===== src/rtl/irq_timer_pkg.sv =====
`default_nettype none
// ============================================================================
//  Module      : irq_timer_pkg
//  Description : Shared types and helpers for the irq_timer_bank timer block.
//  Revision    : 1.0  initial release
// ============================================================================
package irq_timer_pkg;

    typedef enum logic {IDLE, RUN} tmr_state_t;

    typedef enum logic {PERIODIC, ONESHOT} tmr_mode_t;

    // Channel-index width; never zero so a single-channel bank still has a port.
    function automatic int ch_width(input int n_ch);
        return (n_ch <= 1) ? 1 : $clog2(n_ch);
    endfunction

endpackage
`default_nettype wire


===== src/rtl/irq_timer_channel.sv =====
`default_nettype none
// ============================================================================
//  Module      : irq_timer_channel
//  Description : One programmable interval timer with periodic/one-shot
//                modes, latched request, mask clear-hold and sticky overrun.
//  Revision    : 1.0  initial release
// ============================================================================
module irq_timer_channel
    import irq_timer_pkg::*;
#(
    parameter int              CNT_W        = 24,
    parameter logic [CNT_W-1:0] RESET_PERIOD = '0,
    parameter logic            RESET_RUN    = 1'b0
) (
    input  logic             clk,
    input  logic             reset,
    input  logic             cfg_sel,
    input  logic [CNT_W-1:0] cfg_period,
    input  logic             cfg_oneshot,
    input  logic             cfg_enable,
    input  logic             ack,
    input  logic             mask,
    output logic             req_nxt,
    output logic             req,
    output logic             active,
    output logic             overrun
);

    tmr_state_t       state_q,  state_d;
    tmr_mode_t        mode_q,   mode_d;
    logic [CNT_W-1:0] cnt_q,    cnt_d;
    logic [CNT_W-1:0] period_q, period_d;
    logic             req_q,    req_d;
    logic             ovr_q,    ovr_d;
    logic             tick;
    logic             tick_eff;

    // Terminal count reached; a config write on the same cycle swallows it.
    assign tick     = (state_q == RUN) && (cnt_q == period_q);
    assign tick_eff = tick && !cfg_sel;

    // Next-state: config write wins, otherwise count / reload / stop.
    always_comb begin
        state_d  = state_q;
        mode_d   = mode_q;
        cnt_d    = cnt_q;
        period_d = period_q;
        if (cfg_sel) begin
            period_d = cfg_period;
            mode_d   = cfg_oneshot ? ONESHOT : PERIODIC;
            cnt_d    = '0;
            state_d  = cfg_enable ? RUN : IDLE;
        end else begin
            case (state_q)
                RUN: begin
                    if (tick) begin
                        cnt_d = '0;
                        if (mode_q == ONESHOT) begin
                            state_d = IDLE;
                        end
                    end else begin
                        cnt_d = cnt_q + CNT_W'(1);
                    end
                end
                default: begin
                    cnt_d = '0;
                end
            endcase
        end
        // Ack on a tick cycle keeps the request so the new event is not lost.
        req_d = !mask && (tick_eff || (req_q && !ack));
        ovr_d = !mask && !ack && (ovr_q || (tick_eff && req_q));
    end

    // State, counter and request latches.
    always_ff @(posedge clk) begin
        if (reset) begin
            state_q  <= RESET_RUN ? RUN : IDLE;
            mode_q   <= PERIODIC;
            cnt_q    <= '0;
            period_q <= RESET_PERIOD;
            req_q    <= 1'b0;
            ovr_q    <= 1'b0;
        end else begin
            state_q  <= state_d;
            mode_q   <= mode_d;
            cnt_q    <= cnt_d;
            period_q <= period_d;
            req_q    <= req_d;
            ovr_q    <= ovr_d;
        end
    end

    assign req_nxt = req_d;
    assign req     = req_q;
    assign overrun = ovr_q;
    assign active  = (state_q == RUN);

endmodule
`default_nettype wire


===== src/rtl/irq_timer_bank.sv =====
`default_nettype none
// ============================================================================
//  Module      : irq_timer_bank
//  Description : Bank of N_CH interval timers producing latched interrupt
//                requests and a combined request for the MCU.
//  Revision    : 1.0  initial release
// ============================================================================
module irq_timer_bank
    import irq_timer_pkg::*;
#(
    parameter int              N_CH          = 4,
    parameter int              CNT_W         = 24,
    parameter int unsigned     CLK_FREQUENCY = 50000000,
    parameter int unsigned     RESET_PERIOD  = CLK_FREQUENCY / 125 - 1,
    parameter logic [N_CH-1:0] RESET_ENABLE  = N_CH'(1),
    localparam int             CH_W          = ch_width(N_CH)
) (
    input  logic             clk,
    input  logic             reset,
    input  logic             cfg_we,
    input  logic [CH_W-1:0]  cfg_ch,
    input  logic [CNT_W-1:0] cfg_period,
    input  logic             cfg_oneshot,
    input  logic             cfg_enable,
    input  logic [N_CH-1:0]  ack,
    input  logic [N_CH-1:0]  mask,
    output logic [N_CH-1:0]  req,
    output logic             req_any,
    output logic [N_CH-1:0]  active,
    output logic [N_CH-1:0]  overrun
);

    logic [N_CH-1:0] sel;
    logic [N_CH-1:0] req_nxt;
    logic            req_any_q;

    // One-hot channel select; indices beyond N_CH match nothing.
    always_comb begin
        sel = '0;
        for (int i = 0; i < N_CH; i++) begin
            sel[i] = cfg_we && (cfg_ch == CH_W'(i));
        end
    end

    generate
        for (genvar g = 0; g < N_CH; g++) begin : g_ch
            irq_timer_channel #(
                .CNT_W        (CNT_W),
                .RESET_PERIOD (CNT_W'(RESET_PERIOD)),
                .RESET_RUN    (RESET_ENABLE[g])
            ) u_ch (
                .clk         (clk),
                .reset       (reset),
                .cfg_sel     (sel[g]),
                .cfg_period  (cfg_period),
                .cfg_oneshot (cfg_oneshot),
                .cfg_enable  (cfg_enable),
                .ack         (ack[g]),
                .mask        (mask[g]),
                .req_nxt     (req_nxt[g]),
                .req         (req[g]),
                .active      (active[g]),
                .overrun     (overrun[g])
            );
        end
    endgenerate

    // Combined request registered from next-state so it lines up with req.
    always_ff @(posedge clk) begin
        if (reset) begin
            req_any_q <= 1'b0;
        end else begin
            req_any_q <= |req_nxt;
        end
    end

    assign req_any = req_any_q;

endmodule
`default_nettype wire


===== config.mk =====
export PLATFORM = sky130hd
export DESIGN_NAME = irq_timer_bank
export DESIGN_NICKNAME = d
export VERILOG_FILES = /design/src/rtl/irq_timer_pkg.sv /design/src/rtl/irq_timer_channel.sv /design/src/rtl/irq_timer_bank.sv
export SDC_FILE = /design/constraint.sdc
export NUM_CORES = 1
export LEC_CHECK = 0
export ABC_AREA = 1
export CORE_MARGIN = 10
export CORE_UTILIZATION = 40
export CTS_CLUSTER_DIAMETER = 80
export DETAILED_ROUTE_END_ITERATION = 6
export PLACE_DENSITY = 0.62
export SYNTH_ARGS = -nofsm -noshare
export SYNTH_HDL_FRONTEND = slang
export SYNTH_SLANG_ARGS = --single-unit

===== constraint.sdc =====
create_clock -name clk -period 1.8 [get_ports clk]
set_input_delay 0.45 -clock clk [delete_from_list [all_inputs] [get_ports clk]]
set_output_delay 0.45 -clock clk [all_outputs]
set_load 0.02 [all_outputs]

==> impl_metrics.csv, run 1 <==
group,metric,value,unit
placement,gp_congestion,0.8743,
power_and_ir_drop,clock_power_share,0.454,
worst_setup_path,crit_arrival,1320,ps
yosys,synthesis.nets,1518,
final_layout,area_growth,24.45,%
global_routing,met1_usage,0.2288,
yosys,syn_avg_cell_area,6.926,µm²
clocking,clockRootBuffer,"clkbuf_16",
final_layout,drive_gt1_frac,0.1545,
worst_setup_path,timing.rr.start,"g_ch[0].u_ch.cnt_q[0]",
die,ios,52,
global_routing,use_met2,0.2798,
global_routing,grt_pass1_vias,8799,
worst_setup_path,path_buf_inv,1,
worst_setup_path,cp-end-kind,"primary output",
power_and_ir_drop,ir_drop,534.3,µV
placement,hpwl,21500,µm
placement,port_buffers,51,
yosys,synth_edf_count,0,
power_and_ir_drop,p_int,7923,µW
route,vias,9347,
timing,max_freq,0.5657,GHz
timing,hold_violations,0,
yosys,synthCells,1475,
die,num_rows,58,
power_and_ir_drop,p_switching,2513,µW
yosys,synth_common_cells,"nand2_1 (357), dfxtp_1 (209), nor2_1 (206)",
global_routing,grt-ovfl-total,0,
worst_setup_path,endpoint,"active[1]",
clocking,clkTransAtPathRegs,60,ps
die,fp.dieW,179.8,µm
worst_setup_path,crit_fanout,3,
worst_setup_path,startpoint_type,"flip-flop",
route,drt_first_pass_iters,5,
worst_setup_path,cp_top_family,"flip-flops",
die,start_util,0.4057,
die,core_area,25180,µm²
yosys,yosysMostFrequentCell,"nand2_1",
worst_setup_path,crit_path_top_delay_cell,"dfxtp_1",
worst_setup_path,crit_cells,1,
worst_setup_path,critical_path_class,"flip-flop to primary output",
worst_setup_path,worst_r2r_path_depth,10,
yosys,yosys.area.top_type,"dfxtp_1",
global_routing,grt_max_degree,31,
yosys,synthTopCellsByArea,"dfxtp_1 (41%), nand2_1 (13%), nor2_1 (7.6%)",
run,maxCapViolCount,0,
clocking,cts_tree,"built",
worst_setup_path,worstPathCellList,"dlygate4sd2_1",
power_and_ir_drop,p_per_area,820.8,nW/µm²
worst_setup_path,r2r_end,"g_ch[0].u_ch.cnt_q[16]",
die,die_h,179.8,µm
global_routing,met3_usage,0.02450,
timing,timing.final.ws_setup,32.32,ps
clocking,max-clock-path-buffers,3,
placement,postPlaceCellArea,11560,µm²
worst_setup_path,cp_data_required_time,1350,ps
outcome,status,"finished, final reports clean",
power_and_ir_drop,p_comb_frac,0.081,
clocking,clk-insertion-delay-late,520,ps
yosys,synth_cell_types,45,
placement,dp_slack,-228.9,ps
yosys,yosysSeqAreaShare,0.4096,
yosys,async_flop_share,0,
global_routing,grt_pass1_wl,46220,µm
yosys,synth.ff_latch_count,209,
final_layout,final_area,12710,µm²
worst_setup_path,max_stage_delay,430,ps
die,dieArea,32330,µm²
timing,tightest_slew,470.6,ps
timing,skew,13.34,ps
global_routing,grt.busiest_layer,"met2",
clocking,h-tree-depth,1,
yosys,synthFlopType,"dfxtp_1",
route,drt_iter0_drc,629,
power_and_ir_drop,power,10440,µW
yosys,yosysWarnings,0,
timing,setup_viol,0,
route,route.detailed.wl_per_inst,15.17,µm
worst_hold_path,hold_path_class,"flip-flop to flip-flop",
yosys,netlist_area,10220,µm²
route,drc,0,
final_layout,diodes,0,
worst_setup_path,startpoint,"g_ch[1].u_ch.active",
route,wirelength,29460,µm
power_and_ir_drop,swShare,0.2408,
global_routing,track_usage,0.1710,
clocking,cts.sinks,209,
route,viasPerCell,4.813,
worst_setup_path,r2r_setup_slack,70,ps
timing,finalCritPeriodShare,0.9820,
timing,fin_crit,1768,ps
final_layout,nNetsFinal,1639,
route,postRouteAntennaNets,0,
power_and_ir_drop,leakagePower,0.005227,µW
timing,maxSlewHeadroom,0.6853,
clocking,cts_made_buffers,24,
timing,drv_slew,0,
global_routing,antenna_found_initial,0,
power_and_ir_drop,pwr-share-seq,0.464,
yosys,synth_top_area_frac,0.4096,
flip-flops by register name, summed over array words and instances, names as in the netlist:
register	cells
g_ch.u_ch.active	4
g_ch.u_ch.cnt_q	96
g_ch.u_ch.mode_q	4
g_ch.u_ch.overrun	4
g_ch.u_ch.period_q	96
g_ch.u_ch.req	4
req_any	1
stage by stage:
step | cells | hold slack [ps] | setup TNS (ps) | utilization
floorplan | 1475 | 426.5 | 0 | -
global placement | 1883 | 434.1 | -10010 | 0.4592
detailed placement | 1883 | 443.0 | -13840 | 0.4592
CTS | 1925 | 448.3 | 0 | 0.4892
global route | 1942 | 473.3 | -78.12 | 0.5049
finish | 1942 | 442.0 | 0 | 0.5049
routing by layer:
metal,wire length (µm),part of all wire,vias to the layer above
li1,-,-,4902
met1,13850,0.47,4234
met2,13510,0.46,169
met3,1332,0.045,42
met4,760,0.026,0
met5,0,0,-
area by class of cell:
cell class / count / area, µm²
inverters: 199 / 747.0
clock inverters: 4 / 20.02
repair buffers: 148 / 1334
multi-input cells: 1014 / 5221
clock buffers: 38 / 744.5
well taps: 330 / 412.9
flip-flops and latches: 209 / 4234
fillers: 2459 / 12470
logic make-up (layout without fill, tap and decap cells):
group | after synthesis | after routing | share of synthesized area
compound gates | 200 | 200 | 0.1072
xor+xnor | 73 | 73 | 0.06258
fa+ha+maj | 4 | 4 | 0.004899
buf+inv | 252 | 389 | 0.09896
flops | 209 | 209 | 0.4096
simple gates | 737 | 737 | 0.3168
power groups by stage:
| stage | registers, µW | logic [µW] | clock network (µW) |
|---|---|---|---|
| after floorplan | 4920 | 464 | 0 |
| after global routing | 4860 | 939 | 5020 |
| after global placement | 4950 | 819 | 0 |
| after CTS | 4850 | 828 | 4820 |
| after detailed placement | 4950 | 828 | 0 |
| final | 4850 | 848 | 4740 |
cells in the final DEF, fill, tap and decap left out, drive strengths merged, types with 2 or more instances in the layout:
cell and instances:
inv 198, dfxtp 209, buf 96, clkinv 5, clkdlybuf4s50 38, o211ai 27
nor3 33, a31oi 3, clkbuf 39, nand2 364, nand4 29, xnor2 33
nor2 225, ha 4, o22ai 5, xor2 40, o21ai 88, dlygate4sd2 11
a21boi 3, nand3 62, or2 8, clkdlybuf4s15 2, nor4 5, nor3b 8
a21oi 71
worst min-delay path by stage:
stage	end	depth (start not counted)	start	slack (ps)
global route	g_ch[1].u_ch.cnt_q[0]	1	g_ch[1].u_ch.cnt_q[0]	470
CTS	g_ch[0].u_ch.overrun	2	g_ch[0].u_ch.overrun	450
detailed placement	g_ch[0].u_ch.overrun	2	g_ch[0].u_ch.overrun	440
floorplan	g_ch[0].u_ch.overrun	2	g_ch[0].u_ch.overrun	430
global placement	g_ch[0].u_ch.overrun	2	g_ch[0].u_ch.overrun	430
finish	g_ch[0].u_ch.overrun	2	g_ch[0].u_ch.overrun	440
timing repair:
item	4_1_cts	5_1_grt
resized for setup	17	80
buffers inserted	0	16
endpoints found under the setup margin	17	75
cloned	0	1
endpoints found under the hold margin	0	0
hold buffers	0	0
pin swaps	1	26
Power figures use the tool's default switching activity.
==> run 2: changes to the inputs <==
--- a/config.mk
+++ b/config.mk
@@ -5,12 +5,12 @@
 export SDC_FILE = /design/constraint.sdc
 export NUM_CORES = 1
 export LEC_CHECK = 0
-export ABC_AREA = 1
 export CORE_MARGIN = 10
 export CORE_UTILIZATION = 40
 export CTS_CLUSTER_DIAMETER = 80
 export DETAILED_ROUTE_END_ITERATION = 6
 export PLACE_DENSITY = 0.62
+export SKIP_CTS_REPAIR_TIMING = 1
 export SYNTH_ARGS = -nofsm -noshare
 export SYNTH_HDL_FRONTEND = slang
 export SYNTH_SLANG_ARGS = --single-unit
==> run 2 against run 1 <==
Compared with the run above: the flow now finishes with violations (setup timing); worst setup slack got worse by 320 ps; sequential cell count unchanged; hold slack got worse by 140 ps; total power decreased by 2.0%; via count decreased by 18%; sequential share of layout area increased by 2.0 points; wire length decreased by 15%.
==> impl_metrics.csv, run 2 <==
group,metric,value,unit
timing,skew,10.02,ps
yosys,synthFlopType,"dfxtp_1",
route,viasPerCell,4.981,
route,drt_iter0_drc,528,
route,vias,7656,
global_routing,grt-ovfl-total,0,
worst_hold_path,hold_path_class,"primary input to flip-flop",
placement,placed_cells,1488,
yosys,synthTopCellsByArea,"dfxtp_1 (45%), xnor2_1 (9.7%), nand2_1 (9.5%)",
final_layout,area_growth,28.82,%
final_layout,reg.largest.list,"g_ch.u_ch.cnt_q (96), g_ch.u_ch.period_q (96)",
yosys,yosysMostFrequentCell,"nand2_1",
clocking,cts_tree,"built",
power_and_ir_drop,p_switching,2320,µW
timing,max_freq,0.4792,GHz
timing,finalCritPeriodShare,1.159,
power_and_ir_drop,ir_drop,540.1,µV
placement,hpwl,17900,µm
yosys,yosysSeqAreaShare,0.4510,
final_layout,fin_cells,1537,
final_layout,final_common_cell,"nand2_1",
route,route.detailed.wl_per_inst,16.33,µm
worst_setup_path,crit_fanout,6,
worst_setup_path,crit_arrival,2480,ps
final_layout,drive_gt1_frac,0.2029,
global_routing,grt_max_degree,43,
yosys,synth_edf_count,0,
worst_setup_path,cp-end-kind,"flip-flop",
power_and_ir_drop,swShare,0.2268,
yosys,synthesis.nets,1139,
placement,port_buffers,51,
global_routing,grt_pass1_vias,7523,
die,core_area,22710,µm²
clocking,cts.sinks,209,
yosys,synth.ff_latch_count,209,
yosys,yosys.area.top_type,"dfxtp_1",
timing,fin_crit,2087,ps
power_and_ir_drop,power,10230,µW
route,postRouteAntennaNets,0,
power_and_ir_drop,pwr-share-seq,0.470,
route,drc,0,
route,wirelength,25100,µm
worst_setup_path,crit_path_top_delay_cell,"or4_4",
final_layout,diodes,0,
final_layout,mostFrequentLayoutCells,"nand2_1 (235), dfxtp_1 (186), buf_4 (115)",
power_and_ir_drop,clock_power_share,0.465,
worst_setup_path,worstPathCellList,"xnor2_2, nand4_1, or4_4, nor4_4, or4b_4, clkbuf_16, nor2_2",
clocking,clockRootBuffer,"clkbuf_16",
worst_setup_path,cp_data_required_time,2190,ps
die,dieArea,29680,µm²
placement,gp_congestion,0.8223,
die,start_util,0.4085,
clocking,h-tree-depth,1,
timing,rsz0062_at_grt,"yes",
global_routing,grt_pass1_wl,39560,µm
yosys,yosysWarnings,0,
yosys,async_flop_share,0,
die,ios,52,
die,die_h,172.3,µm
global_routing,antenna_found_initial,0,
run,maxCapViolCount,0,
timing,drv_slew,0,
die,fp.dieW,172.3,µm
yosys,synth_common_cells,"nand2_1 (235), dfxtp_1 (209), nor2_1 (110)",
worst_setup_path,max_stage_delay,550,ps
outcome,status,"finished with violations",
yosys,synthCells,1096,
yosys,netlist_area,9276,µm²
power_and_ir_drop,leakagePower,0.004703,µW
clocking,clkTransAtPathRegs,60,ps
outcome,failed_checks,"setup timing",
yosys,synth_top_area_frac,0.4510,
worst_setup_path,r2r_setup_slack,-290,ps
timing,timing.final.ws_setup,-286.9,ps
timing,maxSlewHeadroom,0.7072,
power_and_ir_drop,p_per_area,856.2,nW/µm²
yosys,synth_cell_types,46,
global_routing,track_usage,0.1676,
clocking,cts_made_buffers,22,
power_and_ir_drop,p_int,7911,µW
worst_setup_path,critical_path_class,"flip-flop to flip-flop",
final_layout,nNetsFinal,1279,
yosys,syn_avg_cell_area,8.464,µm²
timing,tightest_slew,437.9,ps
clocking,clk-insertion-delay-late,510,ps
worst_setup_path,startpoint_type,"flip-flop",
route,drt_first_pass_iters,5,
timing,setup_viol,82,
timing,hold_violations,0,
clocking,max-clock-path-buffers,3,
die,num_rows,55,
power_and_ir_drop,p_comb_frac,0.065,
-- run 2: changes by cell type in the layout (fill, tap and decap cells not counted), moves of 13 or more --
cell | before | now
and3_1 | 1 | 15
buf_4 | 88 | 115
dlymetal6s2s_1 | 0 | 13
inv_1 | 190 | 14
nand2_1 | 351 | 235
nand3_1 | 52 | 65
nand3b_1 | 1 | 25
nor2_1 | 195 | 98
nor3_1 | 24 | 3
o211ai_1 | 27 | 0
o21ai_0 | 87 | 0
xnor2_1 | 32 | 96
xor2_1 | 40 | 76
-- run 2: through the flow --
step / instance area, µm² / utilization / hold slack [ps] / setup TNS, ps / setup slack [ps]
final: 11950 / 0.5262 / 300.9 / -17520 / -286.9
after detailed placement: 10760 / 0.4739 / 451.1 / -45420 / -417.7
after floorplan: 9300 / - / 434.2 / -1653 / -55.58
after CTS: 11520 / 0.5074 / 277.9 / -25320 / -338.9
after global routing: 11950 / 0.5262 / 305.4 / -23560 / -373.6
after global placement: 10760 / 0.4739 / 443.2 / -41110 / -404.9
-- run 2: metal layers --
layer  wire length, µm  track usage  share of wire  vias up
met5                 0            0              0        -
met4               487      0.03711          0.019        0
met3              1636      0.03032          0.065       35
met2             11650       0.2801           0.46      161
met1             11330       0.2198           0.45     3573
li1                  -            -              -     3887
-- run 2: final timing paths --
kind	start	end	depth (start not counted)
max	g_ch[3].u_ch.period_q[14]	g_ch[3].u_ch.cnt_q[9]	7
min	reset	g_ch[2].u_ch.req	2
max reg2reg	g_ch[3].u_ch.period_q[14]	g_ch[3].u_ch.cnt_q[9]	7
min reg2reg	g_ch[0].u_ch.mode_q	g_ch[0].u_ch.mode_q	2
-- run 2: cell families (layout without fill, tap and decap cells) --
| kind of cell | Yosys count | after routing | synth area share |
|---|---|---|---|
| xor+xnor | 180 | 180 | 0.1708 |
| simple gates | 549 | 549 | 0.2814 |
| flops | 209 | 209 | 0.4510 |
| compound gates | 75 | 75 | 0.04505 |
| buf+inv | 79 | 235 | 0.04640 |
| fa+ha+maj | 4 | 4 | 0.005395 |
-- run 2: power groups by stage --
stage                     Clock [µW]  Combinational (µW)  Sequential [µW]
final                           4760                 664             4810
after global routing            5010                 727             4820
after CTS                       4850                 634             4810
after detailed placement           0                 629             4910
after global placement             0                 621             4910
after floorplan                    0                 344             4890
-- run 2: layout make-up --
type	instances	area, µm²
Tap cell	285	356.6
Fill cell	2116	10760
Inverter	15	56.30
Timing Repair Buffer	180	1683
Multi-Input combinational cell	808	4876
Clock buffer	29	628.1
Sequential cell	209	4218
Clock inverter	11	132.6
-- run 2: critical path, delay by kind of cell, from the launching register on --
family,cells,cell delay (ps)
buffers and inverters,1,190
AND/OR/NAND/NOR,5,1270
XOR/XNOR,1,180
flip-flops,1,340
==> run 3: changes to the inputs <==
--- a/config.mk
+++ b/config.mk
@@ -5,6 +5,7 @@
 export SDC_FILE = /design/constraint.sdc
 export NUM_CORES = 1
 export LEC_CHECK = 0
+export ABC_CLOCK_PERIOD_IN_PS = 1800
 export CORE_MARGIN = 10
 export CORE_UTILIZATION = 40
 export CTS_CLUSTER_DIAMETER = 80
==> results of run 3 <==
Final layout, timing and power as in run 2 (identical DEF).
